## src/rtl/cve2_xif_offload_pkg.sv

```systemverilog
// Shared types for the X-IF offload tracker: tracker entries, buffered results
// and a counter-width helper.
package cve2_xif_offload_pkg;

    localparam int unsigned XIF_ID_WIDTH   = 4;
    localparam int unsigned XIF_DATA_WIDTH = 32;
    localparam int unsigned XIF_RD_WIDTH   = 5;

    typedef struct packed {
        logic                    valid;
        logic [XIF_ID_WIDTH-1:0] id;
        logic                    writeback;
        logic                    committed;
    } tracker_entry_t;

    typedef struct packed {
        logic [XIF_ID_WIDTH-1:0]   id;
        logic [XIF_DATA_WIDTH-1:0] data;
        logic [XIF_RD_WIDTH-1:0]   rd;
        logic                      we;
    } xif_result_t;

    // Bits needed to count 0..n inclusive.
    function automatic int unsigned cnt_width(input int unsigned n);
        return (n < 1) ? 1 : $clog2(n + 1);
    endfunction

endpackage

```

## src/rtl/cve2_xif_result_fifo.sv

```systemverilog
// Result FIFO between coprocessor and core writeback; optional same-cycle bypass
// under CVE2_XIF_RESULT_BYPASS_EN. Latency 1 cycle (0 with bypass); push_ready low when full.
module cve2_xif_result_fifo
    import cve2_xif_offload_pkg::*;
#(
    parameter int unsigned RES_DEPTH = 2
) (
    input  logic        clk_i,
    input  logic        rst_i,
    input  logic        push_i,
    input  xif_result_t push_data_i,
    output logic        push_ready_o,
    output logic        pop_valid_o,
    input  logic        pop_ready_i,
    output xif_result_t pop_data_o
);

    localparam int unsigned PW = (RES_DEPTH > 1) ? $clog2(RES_DEPTH) : 1;
    localparam int unsigned CW = cnt_width(RES_DEPTH);

    xif_result_t     mem_q [RES_DEPTH];
    logic [PW-1:0]   wr_ptr_q;
    logic [PW-1:0]   rd_ptr_q;
    logic [CW-1:0]   cnt_q;
    logic            fifo_full;
    logic            fifo_empty;
    logic            bypass;
    logic            store;
    logic            pop_stored;

    function automatic logic [PW-1:0] ptr_next(input logic [PW-1:0] p);
        return (p == PW'(RES_DEPTH - 1)) ? '0 : p + 1'b1;
    endfunction

    assign fifo_full  = (cnt_q == CW'(RES_DEPTH));
    assign fifo_empty = (cnt_q == '0);
    assign pop_stored = !fifo_empty && pop_ready_i;

`ifdef CVE2_XIF_RESULT_BYPASS_EN
    // A result arriving into an empty FIFO with the core ready skips storage.
    assign bypass       = fifo_empty && push_i && pop_ready_i;
    assign push_ready_o = !fifo_full || pop_ready_i;
    assign pop_valid_o  = !fifo_empty || bypass;
    assign pop_data_o   = bypass ? push_data_i : mem_q[rd_ptr_q];
`else
    assign bypass       = 1'b0;
    assign push_ready_o = !fifo_full;
    assign pop_valid_o  = !fifo_empty;
    assign pop_data_o   = mem_q[rd_ptr_q];
`endif

    assign store = push_i && !bypass;

    always_ff @(posedge clk_i) begin
        if (rst_i) begin
            for (int i = 0; i < RES_DEPTH; i++) begin
                mem_q[i] <= '0;
            end
            wr_ptr_q <= '0;
            rd_ptr_q <= '0;
            cnt_q    <= '0;
        end else begin
            if (store) begin
                mem_q[wr_ptr_q] <= push_data_i;
                wr_ptr_q        <= ptr_next(wr_ptr_q);
            end
            if (pop_stored) begin
                rd_ptr_q <= ptr_next(rd_ptr_q);
            end
            case ({store, pop_stored})
                2'b10:   cnt_q <= cnt_q + 1'b1;
                2'b01:   cnt_q <= cnt_q - 1'b1;
                default: cnt_q <= cnt_q;
            endcase
        end
    end

endmodule

```

## src/rtl/cve2_xif_offload_tracker.sv

```systemverilog
// X-IF bridge tracking offloaded IDs, registering commits and buffering results (macro CVE2_XIF_RESULT_BYPASS_EN).
// Latency: issue 0 cycles, commit 1 cycle, result 1 cycle (0 with bypass).
// Backpressure: issue stalls on full tracker or duplicate ID; result ready drops when the FIFO is full.
module cve2_xif_offload_tracker
    import cve2_xif_offload_pkg::*;
#(
    parameter int unsigned ID_WIDTH   = XIF_ID_WIDTH,
    parameter int unsigned DATA_WIDTH = XIF_DATA_WIDTH,
    parameter int unsigned NUM_OUT    = 4,
    parameter int unsigned RES_DEPTH  = 2
) (
    input  logic                          clk_i,
    input  logic                          rst_i,
    input  logic                          cpu_issue_valid_i,
    output logic                          cpu_issue_ready_o,
    input  logic [ID_WIDTH-1:0]           cpu_issue_id_i,
    input  logic [31:0]                   cpu_issue_instr_i,
    output logic                          cpu_issue_accept_o,
    output logic                          cpu_issue_writeback_o,
    output logic                          cop_issue_valid_o,
    input  logic                          cop_issue_ready_i,
    output logic [ID_WIDTH-1:0]           cop_issue_id_o,
    output logic [31:0]                   cop_issue_instr_o,
    input  logic                          cop_issue_accept_i,
    input  logic                          cop_issue_writeback_i,
    input  logic                          cpu_commit_valid_i,
    input  logic [ID_WIDTH-1:0]           cpu_commit_id_i,
    input  logic                          cpu_commit_kill_i,
    output logic                          cop_commit_valid_o,
    output logic [ID_WIDTH-1:0]           cop_commit_id_o,
    output logic                          cop_commit_kill_o,
    input  logic                          cop_result_valid_i,
    output logic                          cop_result_ready_o,
    input  logic [ID_WIDTH-1:0]           cop_result_id_i,
    input  logic [DATA_WIDTH-1:0]         cop_result_data_i,
    input  logic [4:0]                    cop_result_rd_i,
    input  logic                          cop_result_we_i,
    output logic                          cpu_result_valid_o,
    input  logic                          cpu_result_ready_i,
    output logic [ID_WIDTH-1:0]           cpu_result_id_o,
    output logic [DATA_WIDTH-1:0]         cpu_result_data_o,
    output logic [4:0]                    cpu_result_rd_o,
    output logic                          cpu_result_we_o,
    output logic [$clog2(NUM_OUT+1)-1:0]  outstanding_o,
    output logic                          err_o
);

    localparam int unsigned CW = cnt_width(NUM_OUT);
    localparam int unsigned IW = (NUM_OUT > 1) ? $clog2(NUM_OUT) : 1;

    tracker_entry_t  trk_q [NUM_OUT];
    tracker_entry_t  trk_d [NUM_OUT];
    logic [CW-1:0]   valid_cnt;
    logic            full;
    logic            dup;
    logic            issue_ok;
    logic            alloc;
    logic [IW-1:0]   alloc_idx;
    logic            cmt_hit;
    logic [IW-1:0]   cmt_idx;
    logic            res_hit;
    logic [IW-1:0]   res_idx;
    logic            res_hs;
    logic            kill_same;
    logic            res_push;
    logic            err_set;
    logic            err_q;
    logic            fifo_push_ready;
    xif_result_t     res_in;
    xif_result_t     res_out;
    logic            cmt_vld_q;
    logic [ID_WIDTH-1:0] cmt_id_q;
    logic            cmt_kill_q;

    // ID lookups; descending scan so the lowest matching/free index wins.
    always_comb begin
        valid_cnt = '0;
        dup       = 1'b0;
        cmt_hit   = 1'b0;
        cmt_idx   = '0;
        res_hit   = 1'b0;
        res_idx   = '0;
        alloc_idx = '0;
        for (int i = NUM_OUT - 1; i >= 0; i--) begin
            valid_cnt = valid_cnt + CW'(trk_q[i].valid);
            if (trk_q[i].valid) begin
                if (trk_q[i].id == cpu_issue_id_i) dup = 1'b1;
                if (trk_q[i].id == cpu_commit_id_i) begin
                    cmt_hit = 1'b1;
                    cmt_idx = IW'(i);
                end
                if (trk_q[i].id == cop_result_id_i) begin
                    res_hit = 1'b1;
                    res_idx = IW'(i);
                end
            end else begin
                alloc_idx = IW'(i);
            end
        end
    end

    assign full     = (valid_cnt == CW'(NUM_OUT));
    assign issue_ok = !rst_i && !full && !dup;

    assign cop_issue_valid_o     = cpu_issue_valid_i && issue_ok;
    assign cpu_issue_ready_o     = cop_issue_ready_i && issue_ok;
    assign cop_issue_id_o        = cpu_issue_id_i;
    assign cop_issue_instr_o     = cpu_issue_instr_i;
    assign cpu_issue_accept_o    = cop_issue_accept_i;
    assign cpu_issue_writeback_o = cop_issue_writeback_i;

    assign alloc = cpu_issue_valid_i && cpu_issue_ready_o && cop_issue_accept_i;

    assign cop_result_ready_o = !rst_i && fifo_push_ready;
    assign res_hs             = cop_result_valid_i && cop_result_ready_o;

    // A kill for the same ID in the same cycle swallows the result silently.
    assign kill_same = cpu_commit_valid_i && cpu_commit_kill_i && cmt_hit &&
                       res_hs && res_hit && (cmt_idx == res_idx);
    assign res_push  = res_hs && res_hit && trk_q[res_idx].committed && !kill_same;

    assign err_set = (cpu_commit_valid_i && !cmt_hit) ||
                     (res_hs && !res_hit) ||
                     (res_hs && res_hit && !trk_q[res_idx].committed && !kill_same);

    always_comb begin
        trk_d = trk_q;
        if (alloc) begin
            trk_d[alloc_idx].valid     = 1'b1;
            trk_d[alloc_idx].id        = cpu_issue_id_i;
            trk_d[alloc_idx].writeback = cop_issue_writeback_i;
            trk_d[alloc_idx].committed = 1'b0;
        end
        if (cpu_commit_valid_i && cmt_hit) begin
            if (cpu_commit_kill_i) trk_d[cmt_idx].valid     = 1'b0;
            else                   trk_d[cmt_idx].committed = 1'b1;
        end
        if (res_hs && res_hit) begin
            trk_d[res_idx].valid = 1'b0;
        end
    end

    always_ff @(posedge clk_i) begin
        if (rst_i) begin
            for (int i = 0; i < NUM_OUT; i++) begin
                trk_q[i] <= '0;
            end
            err_q      <= 1'b0;
            cmt_vld_q  <= 1'b0;
            cmt_id_q   <= '0;
            cmt_kill_q <= 1'b0;
        end else begin
            trk_q      <= trk_d;
            err_q      <= err_q | err_set;
            cmt_vld_q  <= cpu_commit_valid_i;
            cmt_id_q   <= cpu_commit_id_i;
            cmt_kill_q <= cpu_commit_kill_i;
        end
    end

    assign cop_commit_valid_o = cmt_vld_q;
    assign cop_commit_id_o    = cmt_id_q;
    assign cop_commit_kill_o  = cmt_kill_q;
    assign outstanding_o      = valid_cnt;
    assign err_o              = err_q;

    assign res_in = '{id: cop_result_id_i, data: cop_result_data_i,
                      rd: cop_result_rd_i, we: cop_result_we_i};

    cve2_xif_result_fifo #(
        .RES_DEPTH(RES_DEPTH)
    ) u_res_fifo (
        .clk_i       (clk_i),
        .rst_i       (rst_i),
        .push_i      (res_push),
        .push_data_i (res_in),
        .push_ready_o(fifo_push_ready),
        .pop_valid_o (cpu_result_valid_o),
        .pop_ready_i (cpu_result_ready_i),
        .pop_data_o  (res_out)
    );

    assign cpu_result_id_o   = res_out.id;
    assign cpu_result_data_o = res_out.data;
    assign cpu_result_rd_o   = res_out.rd;
    assign cpu_result_we_o   = res_out.we;

endmodule

```

## config.mk

```make
export PLATFORM = sky130hd
export DESIGN_NAME = cve2_xif_offload_tracker
export DESIGN_NICKNAME = d
export VERILOG_FILES = /design/src/rtl/cve2_xif_offload_pkg.sv /design/src/rtl/cve2_xif_result_fifo.sv /design/src/rtl/cve2_xif_offload_tracker.sv
export SDC_FILE = /design/constraint.sdc
export NUM_CORES = 1
export LEC_CHECK = 0
export ABC_AREA = 1
export CAP_MARGIN = 30
export CORE_MARGIN = 2
export CORE_UTILIZATION = 44
export DETAILED_ROUTE_END_ITERATION = 12
export HOLD_SLACK_MARGIN = 0.1
export PLACE_DENSITY = 0.83
export SYNTH_ARGS = -nofsm -noshare
export SYNTH_HDL_FRONTEND = slang
export SYNTH_HIERARCHICAL = 1
export SYNTH_SLANG_ARGS = --single-unit
```

## constraint.sdc

```tcl
create_clock -name clk_i -period 3.6 [get_ports clk_i]
set_input_delay 0.72 -clock clk_i [delete_from_list [all_inputs] [get_ports clk_i]]
set_output_delay 0.72 -clock clk_i [all_outputs]
set_load 0.05 [all_outputs]
```

After elaboration in Yosys (flattened, before gate mapping)
Memory sizes are Yosys's and may differ from the RTL's. A register that Yosys moved wholly into a read port is not among the register bits. Cells that the tools add are included.

RAM bits: 84. Bits of input ports: 92. Register bits after elaboration: 39. Memories kept: 1. Word-level logic and storage cells: 182.

Memories: u_res_fifo.mem_q (words 2, bits a word 42, read ports 1, clocked after Yosys merged registers in 1, write ports 2, line cve2_xif_result_fifo.sv:21) `xif_result_t mem_q [RES_DEPTH];`.

Add/sub/neg operators: 7. Mux-type cells: 85. Bitwise gates (word level): 4. Reductions and logical operators: 39. Eq/ne operators: 17. $lt $le $gt $ge: 6.

Operators with widths (number): 28-bit bitwise mux (7); 28-bit 2-to-1 mux (4); 7-bit demux with 2-bit select (7); 4-bit == test (12); 2-bit 2-to-1 mux (21); 42-bit 2-to-1 mux (1); 42-bit OR reduction (1); 1-bit 2-to-1 mux (39); 1-bit logical AND (25); 7-bit 2-to-1 mux (3); 7-bit binary-select mux with 2-bit select (1); 3-bit greater-or-equal comparator (second input constant) (3); 1-bit logical NOT (9); 3-bit by 1-bit less-than comparator with 1-bit output (second input constant) (3); 2-bit inverter with 3-bit output (3); 6-bit 2-to-1 mux (1); 2-bit == test (second input constant) (2); 2-bit case mux with 2 select lines (1); 2-bit by 1-bit adder with 3-bit output (1); 3-bit by 1-bit adder with 3-bit output (1); 3-bit == test (second input constant) (1); 1-bit adder (second input constant) (2); 1-bit by 1-bit adder with 2-bit output (1); 2-bit by 1-bit adder with 2-bit output (second input constant) (1); other kinds (7) (8).

Depth between registers and ports, before layout
Gate-level depths: netlist (run 1).

Word-level depth: 20. Gate-level depth with buffers: 21.

Cells and area by module
Netlist (run 1), hierarchy kept.

By module, submodules not included: cve2_xif_result_fifo (area each 4017.6 µm², times used 1, cells each 304, seq. area each 2622.5 µm²); cve2_xif_offload_tracker (area each 2717.6 µm², times used 1, cells each 445, seq. area each 620.6 µm²).

Worst setup path before layout (run 1)
OpenSTA, ideal clock, no wires.

Kind: flip-flop to output port. Start point: register trk_q[13] (netlist bit). End point: output port cpu_issue_ready_o. Arrival time: 3.226 ns. Data required time: 2.880 ns. Cell stages (with the launch flop): 8. Path buffers: 0. Path slack: -0.346 ns. Cell sequence: dfxtp_1 > fa_1 > ha_1 > ha_1 > nor2_1 > a21oi_1 > nand3_4 > nor3b_1.

Longest elaborated chain between the ends: 8. Elaborated cells between the ends (all ways): 14. Those cells by class: add/sub: 3; eq/ne: 1; mux: 5; reduce/logical: 5.

Ends and longest elaborated chain: start: declaration (line cve2_xif_offload_tracker.sv:51) `tracker_entry_t trk_q [NUM_OUT];`; start signal: assignment (line cve2_xif_offload_tracker.sv:153) `trk_q <= trk_d;`; 1-bit by 1-bit adder with 2-bit output (line cve2_xif_offload_tracker.sv:85) `valid_cnt = valid_cnt + CW'(trk_q[i].valid);`; 2-bit by 1-bit adder with 3-bit output (line cve2_xif_offload_tracker.sv:85); 3-bit by 1-bit adder with 3-bit output (line cve2_xif_offload_tracker.sv:85); via outstanding_o[1] (line cve2_xif_offload_tracker.sv:44) `output logic [$clog2(NUM_OUT+1)-1:0] outstanding_o,`; 3-bit == test (line cve2_xif_offload_tracker.sv:102) `assign full = (valid_cnt == CW'(NUM_OUT));`; 1-bit logical NOT (line cve2_xif_offload_tracker.sv:103) `assign issue_ok = !rst_i && !full && !dup;`; 1-bit logical AND (2 in series) (line cve2_xif_offload_tracker.sv:103); 1-bit logical AND (line cve2_xif_offload_tracker.sv:106) `assign cpu_issue_ready_o = cop_issue_ready_i && issue_ok;`; end: declaration (line cve2_xif_offload_tracker.sv:15) `output logic cpu_issue_ready_o,`.

The timed path passes the listed nets, and every way through them passes these cells.

Final worst setup path (run 1)
Start point: register trk_q[6] (netlist bit). End point: output port cop_issue_valid_o.

Longest elaborated chain between the ends: 10. Elaborated cells between the ends (all ways): 16. Those cells by class: add/sub: 3; eq/ne: 1; mux: 7; reduce/logical: 5.

Ends and longest elaborated chain: parallel branches: the longest is 8 deep, another holds 2-bit by 1-bit adder with 3-bit output; 1-bit logical AND * (line cve2_xif_offload_tracker.sv:103); 1-bit logical AND * (line cve2_xif_offload_tracker.sv:105) `assign cop_issue_valid_o = cpu_issue_valid_i && issue_ok;`; end: declaration (line cve2_xif_offload_tracker.sv:20) `output logic cop_issue_valid_o,`.

Every way passes the cells marked *.

==> results.toml, run 1 <==
[sta]
final.setup_skew_ns = 0.0143
hold_viol_final = 0
min_period_ns = 3.45
maxSlewHeadroom = 0.587
setup_slack_ns = 0.148
rsz0062_at_grt = "false"
finalSetupTns_ns = 0
setup_viol = 0
min_period_over_period = 0.959
maxSlewViolCount = 0
maxClockFrequency_mhz = 290
worst_slew_pin_slew_ns = 0.616

[global_routing]
grt_pass1_wl_mm = 25.2
overflow = 0
antenna_found_initial = 0
track_usage = 0.199
grt_start_max_net_pins = 44
grt_pass1_vias = 5265

[synthesis]
synth_area_per_cell_um2 = 8.99
syn_nets = 847
synthFlopType = "edfxtp_1"
synth_warnings = 6
synth_edf_count = 84
synthArstFlopShare = 0
ys_types = 41
ys_seq_area_frac = 0.482
synth-seq-cells = 120
syn_inst = 749
synthesis.area_um2 = 6740

[placement]
dpl.hpwl_mm = 10.7
portBuffers = 119
place.gp.congestion = 1.01
dp_slack_ns = 0.0636

[cts]
cts_buffers = 17
cts.htree.levels = 4
cts_tree = "done"
ctsHoldBuffers = 0
clock-sinks = 120
cts_root_buffer = "clkbuf_16"
clock_latency_ns = 0.42
cts_setup_buffers = 0
cts.path.max_buffers = 2
path_clk_slew_ns = 0.06

[power]
power_switching_mw = 0.899
clkPwrFrac = 0.476
p_seq_frac = 0.415
p_int_mw = 2.78
leakagePower_nw = 3.79
p_total_mw = 3.67
p_per_area_nw_per_um2 = 431
comb_power_share = 0.109
worst_ir_drop_vdd_uv = 260
p_sw_frac = 0.245

[die]
die_area_um2 = 16300
num_rows = 45
core-area_um2 = 15100
die_x_um = 128
io_pins = 186
initial_utilization = 0.446
die-height_um = 128

[detailed_routing]
avgRoutedWirePerCell_um = 14.8
vias = 5294
drc = 0
drtIter0Drc = 421
routed_wl_mm = 15.5
antenna_left = 0
firstDrtPassIters = 5
vias_per_cell = 5.08

[layout]
seqCellArea_um2 = 3250
utilization = 0.565
nFillCells = 1277
nets = 940
area.growth.synth_to_final_pct = 26.7
final_cell_mix = "nor2_1 (163), nand2_1 (144), clkdlybuf4s50_1 (116)"
multi_input_area_um2 = 2660
layout_commonest_cell = "nor2_1"
drive_above_1_share = 0.153
diodes = 0

[worst_hold_path]
hold_class = "reg -> reg"

[worst_setup_path]
critPathKind = "reg -> out"
startpoint_type = "register"
required_ns = 2.88
cp-end-kind = "output port"
crit_fanout = 6
cp.arrival_ns = 2.73

[status]
outcome = "finished, final reports clean"

[job]
drv_cap = 0
## layer usage
| layer | GRT usage | share of wire | vias up |
|---|---|---|---|
| li1 | - | - | 2542 |
| met2 | 0.342 | 0.49 | 254 |
| met1 | 0.233 | 0.40 | 2462 |
| met5 | 0 | 0 | - |
| met3 | 0.0513 | 0.082 | 36 |
| met4 | 0.0918 | 0.027 | 0 |
## synth_stat cells (2+ instances only)
library cell	count	area [um2]
edfxtp_1	84	2520
ha_1	5	62.6
nand3_1	19	95.1
o21ai_0	6	30.0
xnor2_1	7	61.3
buf_4	42	315
mux2_2	2	22.5
nor2_1	163	612
inv_1	97	364
clkinv_1	2	7.51
nand4_4	4	85.1
dfxtp_1	36	721
xor2_1	3	26.3
o311ai_0	2	17.5
buf_2	7	35.0
nand2_2	2	12.5
mux2_4	40	601
inv_2	8	30.0
nand3_2	3	30.0
nand4_1	6	37.5
a21oi_1	24	120
nor2_2	9	56.3
o211ai_1	2	15.0
buf_6	9	101
nand2_1	146	548
o22ai_1	6	37.5
## metrics by stage
stage | cell area (um2) | instances | hold WS (ns)
6_report | 8530 | 1043 | 0.465
5_1_grt | 8530 | 1043 | 0.480
4_1_cts | 8530 | 1043 | 0.463
3_5_place_dp | 7900 | 1011 | 0.454
3_3_place_gp | 7900 | 1011 | 0.451
2_1_floorplan | 6750 | 749 | 0.435
## path summary, 6_finish.rpt
kind,start,end,slack (ns),depth (start not counted)
hold reg to reg,trk_q[0],trk_q[0],0.46,2
hold / removal,trk_q[0],trk_q[0],0.46,2
setup / recovery,trk_q[6],cop_issue_valid_o,0.15,8
setup reg to reg,trk_q[27],u_res_fifo/mem_q[0][7],0.94,16
## cells by family after synthesis
logic type | after synthesis | share of synthesized area
AOI/OAI and AO/OA | 46 | 0.0401
muxes | 42 | 0.0925
and+or+nand+nor | 360 | 0.234
DFF | 120 | 0.482
buffers and inverters | 165 | 0.127
xor gates and xnor gates | 10 | 0.0130
adders and majority gates | 6 | 0.0123
## critical path: stages, from the launching register on
cell and delay (ns):
dfxtp_2 0.37, fa_1 0.49, ha_1 0.20, ha_1 0.29, nor2_1 0.06, a21oi_2 0.20
nand3_4 0.18, nor3b_4 0.34, buf_12 0.18
## power groups by stage
| stage | combinational, mW | clock, mW | sequential (mW) |
|---|---|---|---|
| detailed placement | 0.395 | 0 | 1.55 |
| finish | 0.399 | 1.75 | 1.53 |
| floorplan | 0.311 | 0 | 1.57 |
| CTS | 0.400 | 1.78 | 1.53 |
| global route | 0.424 | 1.84 | 1.53 |
| global placement | 0.393 | 0 | 1.55 |
## what timing repair did
action	in CTS	in global routing
pin swaps	0	1
gates resized for setup	2	2
setup endpoints to repair	2	2
## final cells by class
class,instances,area share
inverter,107,0.0471
timing repair buffer,132,0.160
tap,188,0.0276
sequential,120,0.381
multi-input combinational,464,0.312
clock inverter,15,0.0227
clock buffer,17,0.0499
Note: power is estimated with default switching activity, not from simulation.
==> run 2, diff against run 1 <==
- CORE_UTILIZATION: 44 -> 45
- PLACE_DENSITY: 0.83 -> 0.82
- clock period: 3.6 -> 3.9 ns (I/O delays scaled with it)
==> results.toml, run 2 (synthesis results as in run 1) <==
[status]
outcome = "finished, final reports clean"

[sta]
worst_slew_pin_slew_ns = 0.636
finalSetupTns_ns = 0
final.setup_skew_ns = 0.00717
whs_ns = 0.468
maxSlewHeadroom = 0.574
maxClockFrequency_mhz = 277
maxSlewViolCount = 0
rsz0062_at_grt = "false"
min_period_over_period = 0.925
setup_viol = 0
hold_viol_final = 0
min_period_ns = 3.61

[detailed_routing]
drtIter0Drc = 407
vias_per_cell = 5.03
firstDrtPassIters = 6
avgRoutedWirePerCell_um = 15.0
routed_wl_mm = 15.7
drc = 0
antenna_left = 0
vias = 5250

[cts]
cts_resized = 0
cts_tree = "done"
cts_buffers = 17
clock-sinks = 120
ctsHoldBuffers = 0
cts_setup_buffers = 0
cts.htree.levels = 4
clock_latency_ns = 0.42
path_clk_slew_ns = 0.06
cts.path.max_buffers = 2
cts_root_buffer = "clkbuf_16"

[layout]
diodes = 0
final_cell_mix = "nor2_1 (163), nand2_1 (144), clkdlybuf4s50_1 (117)"
area.growth.synth_to_final_pct = 25.7
layout_commonest_cell = "nor2_1"
fin_area_um2 = 8470
drive_above_1_share = 0.153
nets = 944
nFillCells = 1253

[worst_setup_path]
cpPeakStageDelay_ns = 0.48
startpoint_type = "register"
reg2reg_setup_slack_ns = 1.14
crit_fanout = 6
critPathKind = "reg -> out"
cpMostUsedCell = "ha_1"
critPathBufInv = 1
cp-end-kind = "output port"
critPathTopFamily = "adder cells"
crit_chain = "fa_1 > ha_1 > ha_1 > nor2_1 > a21oi_1 > nand3_4 > nor3b_2 > buf_12"
required_ns = 3.12
slowest_stage = "dfxtp_1"
cp.arrival_ns = 2.83

[worst_hold_path]
hold_class = "reg -> reg"

[global_routing]
grt_pass1_wl_mm = 24.9
antenna_found_initial = 0
track_usage = 0.200
use_met3 = 0.0603
met2_usage = 0.330
grt_util_met1 = 0.246
gr-max-usage-layer = "met2"
grt_start_max_net_pins = 43
overflow = 0
grt_pass1_vias = 5095

[power]
p_seq_frac = 0.426
comb_power_share = 0.111
leakagePower_nw = 3.77
p_sw_frac = 0.261
power_switching_mw = 0.861
p_int_mw = 2.44
clkPwrFrac = 0.463
worst_ir_drop_vdd_uv = 245
p_per_area_nw_per_um2 = 390

[die]
core-area_um2 = 14600
die_area_um2 = 16000
num_rows = 44
die_x_um = 126
die-height_um = 126
initial_utilization = 0.462
io_pins = 186

[placement]
portBuffers = 119
dpl_cell_area_um2 = 7890
dpl.hpwl_mm = 11.0
place.gp.congestion = 1.00

[job]
drv_cap = 0
==> run 2: power groups by stage <==
stage	registers (mW)	logic (mW)	clock network [mW]
final	1.41	0.368	1.53
after CTS	1.41	0.369	1.55
after floorplan	1.45	0.287	0
after global placement	1.43	0.366	0
after detailed placement	1.43	0.366	0
after global routing	1.41	0.390	1.62
==> run 2: final timing paths <==
check	start	endpoint	cells past startpoint
worst max-delay path	trk_q[13]	cop_issue_valid_o	8
worst min-delay path	trk_q[0]	trk_q[0]	2
worst max register to register	trk_q[27]	u_res_fifo/mem_q[0][24]	15
worst min register to register	trk_q[0]	trk_q[0]	2
==> run 2: per-layer routing <==
layer / routed length [um] / vias up
met3: 1230 / 36
met5: 0 / -
li1: - / 2548
met2: 7480 / 234
met4: 394 / 0
met1: 6570 / 2432
==> run 2: layout make-up <==
cell class	count	area, um2	area share
clock buffer	17	425	0.0503
clock inverter	15	151	0.0179
inverter	107	402	0.0474
multi-input combinational	464	2650	0.313
sequential	120	3240	0.383
tap	184	230	0.0272
timing repair buffer	136	1360	0.161
==> run 2: worst register-to-register path: cells and delay by family (launching register included) <==
kind	cells	cell delay [ns]
AOI/OAI and AO/OA	1	0.20
buffers and inverters	3	0.65
DFF	1	0.47
and+or+nand+nor	11	1.17
==> run 2: metrics by stage <==
step                total power [mW]  setup slack [ns]   util  cells
floorplan                       1.73             0.110      -    749
global placement                1.80             0.263  0.541   1011
detailed placement              1.80             0.201  0.541   1011
CTS                             3.33             0.268  0.580   1043
global route                    3.42             0.172  0.580   1043
finish                          3.30             0.292  0.580   1043
==> run 3, diff against run 2 <==
- clock period: 3.9 -> 4.3 ns (I/O delays scaled with it)
==> results.toml, run 3 (synthesis results as in run 1) <==
[worst_setup_path]
cpMostUsedCell = "ha_1"
crit_fanout = 5
cp-end-kind = "output port"
critPathBufInv = 1
required_ns = 3.44
cp.arrival_ns = 2.82
slowest_stage = "dfxtp_1"
critPathTopFamily = "adder cells"
startpoint_type = "register"
cpPeakStageDelay_ns = 0.48
critPathKind = "reg -> out"
crit_chain = "fa_1 > ha_1 > ha_1 > nor2_1 > a21oi_1 > nand3_4 > nor3b_2 > buf_4"

[sta]
maxClockFrequency_mhz = 272
worst_slew_pin_slew_ns = 0.620
final.setup_skew_ns = 0.00789
rsz0062_at_grt = "false"
setup_slack_ns = 0.624
maxSlewViolCount = 0
hold_viol_final = 0
setup_viol = 0
finalSetupTns_ns = 0
min_period_ns = 3.68
maxSlewHeadroom = 0.587
min_period_over_period = 0.855

[cts]
ctsHoldBuffers = 0
cts_tree = "done"
clock_latency_ns = 0.41
cts_resized = 0
cts_setup_buffers = 0
path_clk_slew_ns = 0.05
cts.path.max_buffers = 2
clock-sinks = 120
cts_buffers = 17
cts.htree.levels = 4
cts_root_buffer = "clkbuf_16"

[power]
worst_ir_drop_vdd_uv = 235
p_seq_frac = 0.436
power_switching_mw = 0.695
clkPwrFrac = 0.454
p_sw_frac = 0.237
p_total_mw = 2.93
p_per_area_nw_per_um2 = 351
comb_power_share = 0.111
p_int_mw = 2.24
leakagePower_nw = 3.72

[layout]
nets = 938
final_cell_mix = "nor2_1 (163), nand2_1 (144), clkdlybuf4s50_1 (117)"
diodes = 0
nFillCells = 1256
area.growth.synth_to_final_pct = 24.2
fin_area_um2 = 8360
multi_input_area_um2 = 2640
seqCellArea_um2 = 3240
drive_above_1_share = 0.141
layout_commonest_cell = "nor2_1"

[detailed_routing]
drtIter0Drc = 430
firstDrtPassIters = 7
avgRoutedWirePerCell_um = 14.8
antenna_left = 0
routed_wl_mm = 15.3
drc = 0
vias_per_cell = 5.03
vias = 5212

[placement]
dpl.hpwl_mm = 11.1
dp_slack_ns = 0.365
portBuffers = 119
place.gp.congestion = 0.999
dpl_cell_area_um2 = 7800

[job]
drv_cap = 0

[global_routing]
track_usage = 0.200
grt_pass1_vias = 5138
grt_start_max_net_pins = 34
antenna_found_initial = 0
overflow = 0
grt_pass1_wl_mm = 25.1

[die]
die-height_um = 126
core-area_um2 = 14600
io_pins = 186
die_area_um2 = 16000
initial_utilization = 0.462
num_rows = 44
die_x_um = 126

[worst_hold_path]
hold_class = "reg -> reg"

[status]
outcome = "finished, final reports clean"
## run 3: cell count changes in the layout (fill, tap and decap cells not counted), moves of 3 or more
cell      delta
buf_12       -3
inv_6        -8
buf_4        -3
clkinv_2     +4
clkinv_1     +3
## run 3: path summary, 6_finish.rpt
| kind | endpoint | slack [ns] | cells after the start | startpoint |
|---|---|---|---|---|
| max reg2reg | u_res_fifo/mem_q[0][34] | 1.38 | 15 | trk_q[27] |
| max | cop_issue_valid_o | 0.62 | 8 | trk_q[27] |
| min | trk_q[7] | 0.47 | 2 | trk_q[7] |
| min reg2reg | trk_q[7] | 0.47 | 2 | trk_q[7] |
## run 3: layer usage
| layer | up-vias | global-route usage | wire length, um |
|---|---|---|---|
| met5 | - | 0 | 0 |
| met4 | 0 | 0.0808 | 333 |
| met3 | 26 | 0.0489 | 1200 |
| met1 | 2411 | 0.254 | 6450 |
| li1 | 2533 | - | - |
| met2 | 242 | 0.328 | 7340 |
## run 3: area by class of cell
cell class              count  area share
multi-input cells         464       0.316
clock buffers              18      0.0513
repair buffers            130       0.153
well taps                 184      0.0275
flip-flops and latches    120       0.388
inverters                 107      0.0480
clock inverters            14      0.0159
## run 3: power by group through the flow
stage	Clock (mW)	Sequential [mW]	Combinational, mW
5_1_grt	1.41	1.28	0.346
3_3_place_gp	0	1.30	0.323
2_1_floorplan	0	1.31	0.260
6_report	1.33	1.28	0.325
4_1_cts	1.35	1.28	0.326
3_5_place_dp	0	1.30	0.324
## run 3: metrics by stage
step | utilization | std cells | hold slack [ns]
floorplan | - | 749 | 0.435
global placement | 0.535 | 1005 | 0.461
detailed placement | 0.535 | 1005 | 0.458
CTS | 0.573 | 1037 | 0.466
global route | 0.573 | 1037 | 0.493
finish | 0.573 | 1037 | 0.470
## run 3: worst min-delay path, cell delays in order, from the launching register on
cell and delay (ns):
dfxtp_1 0.31, nand2_1 0.06, a21oi_1 0.05
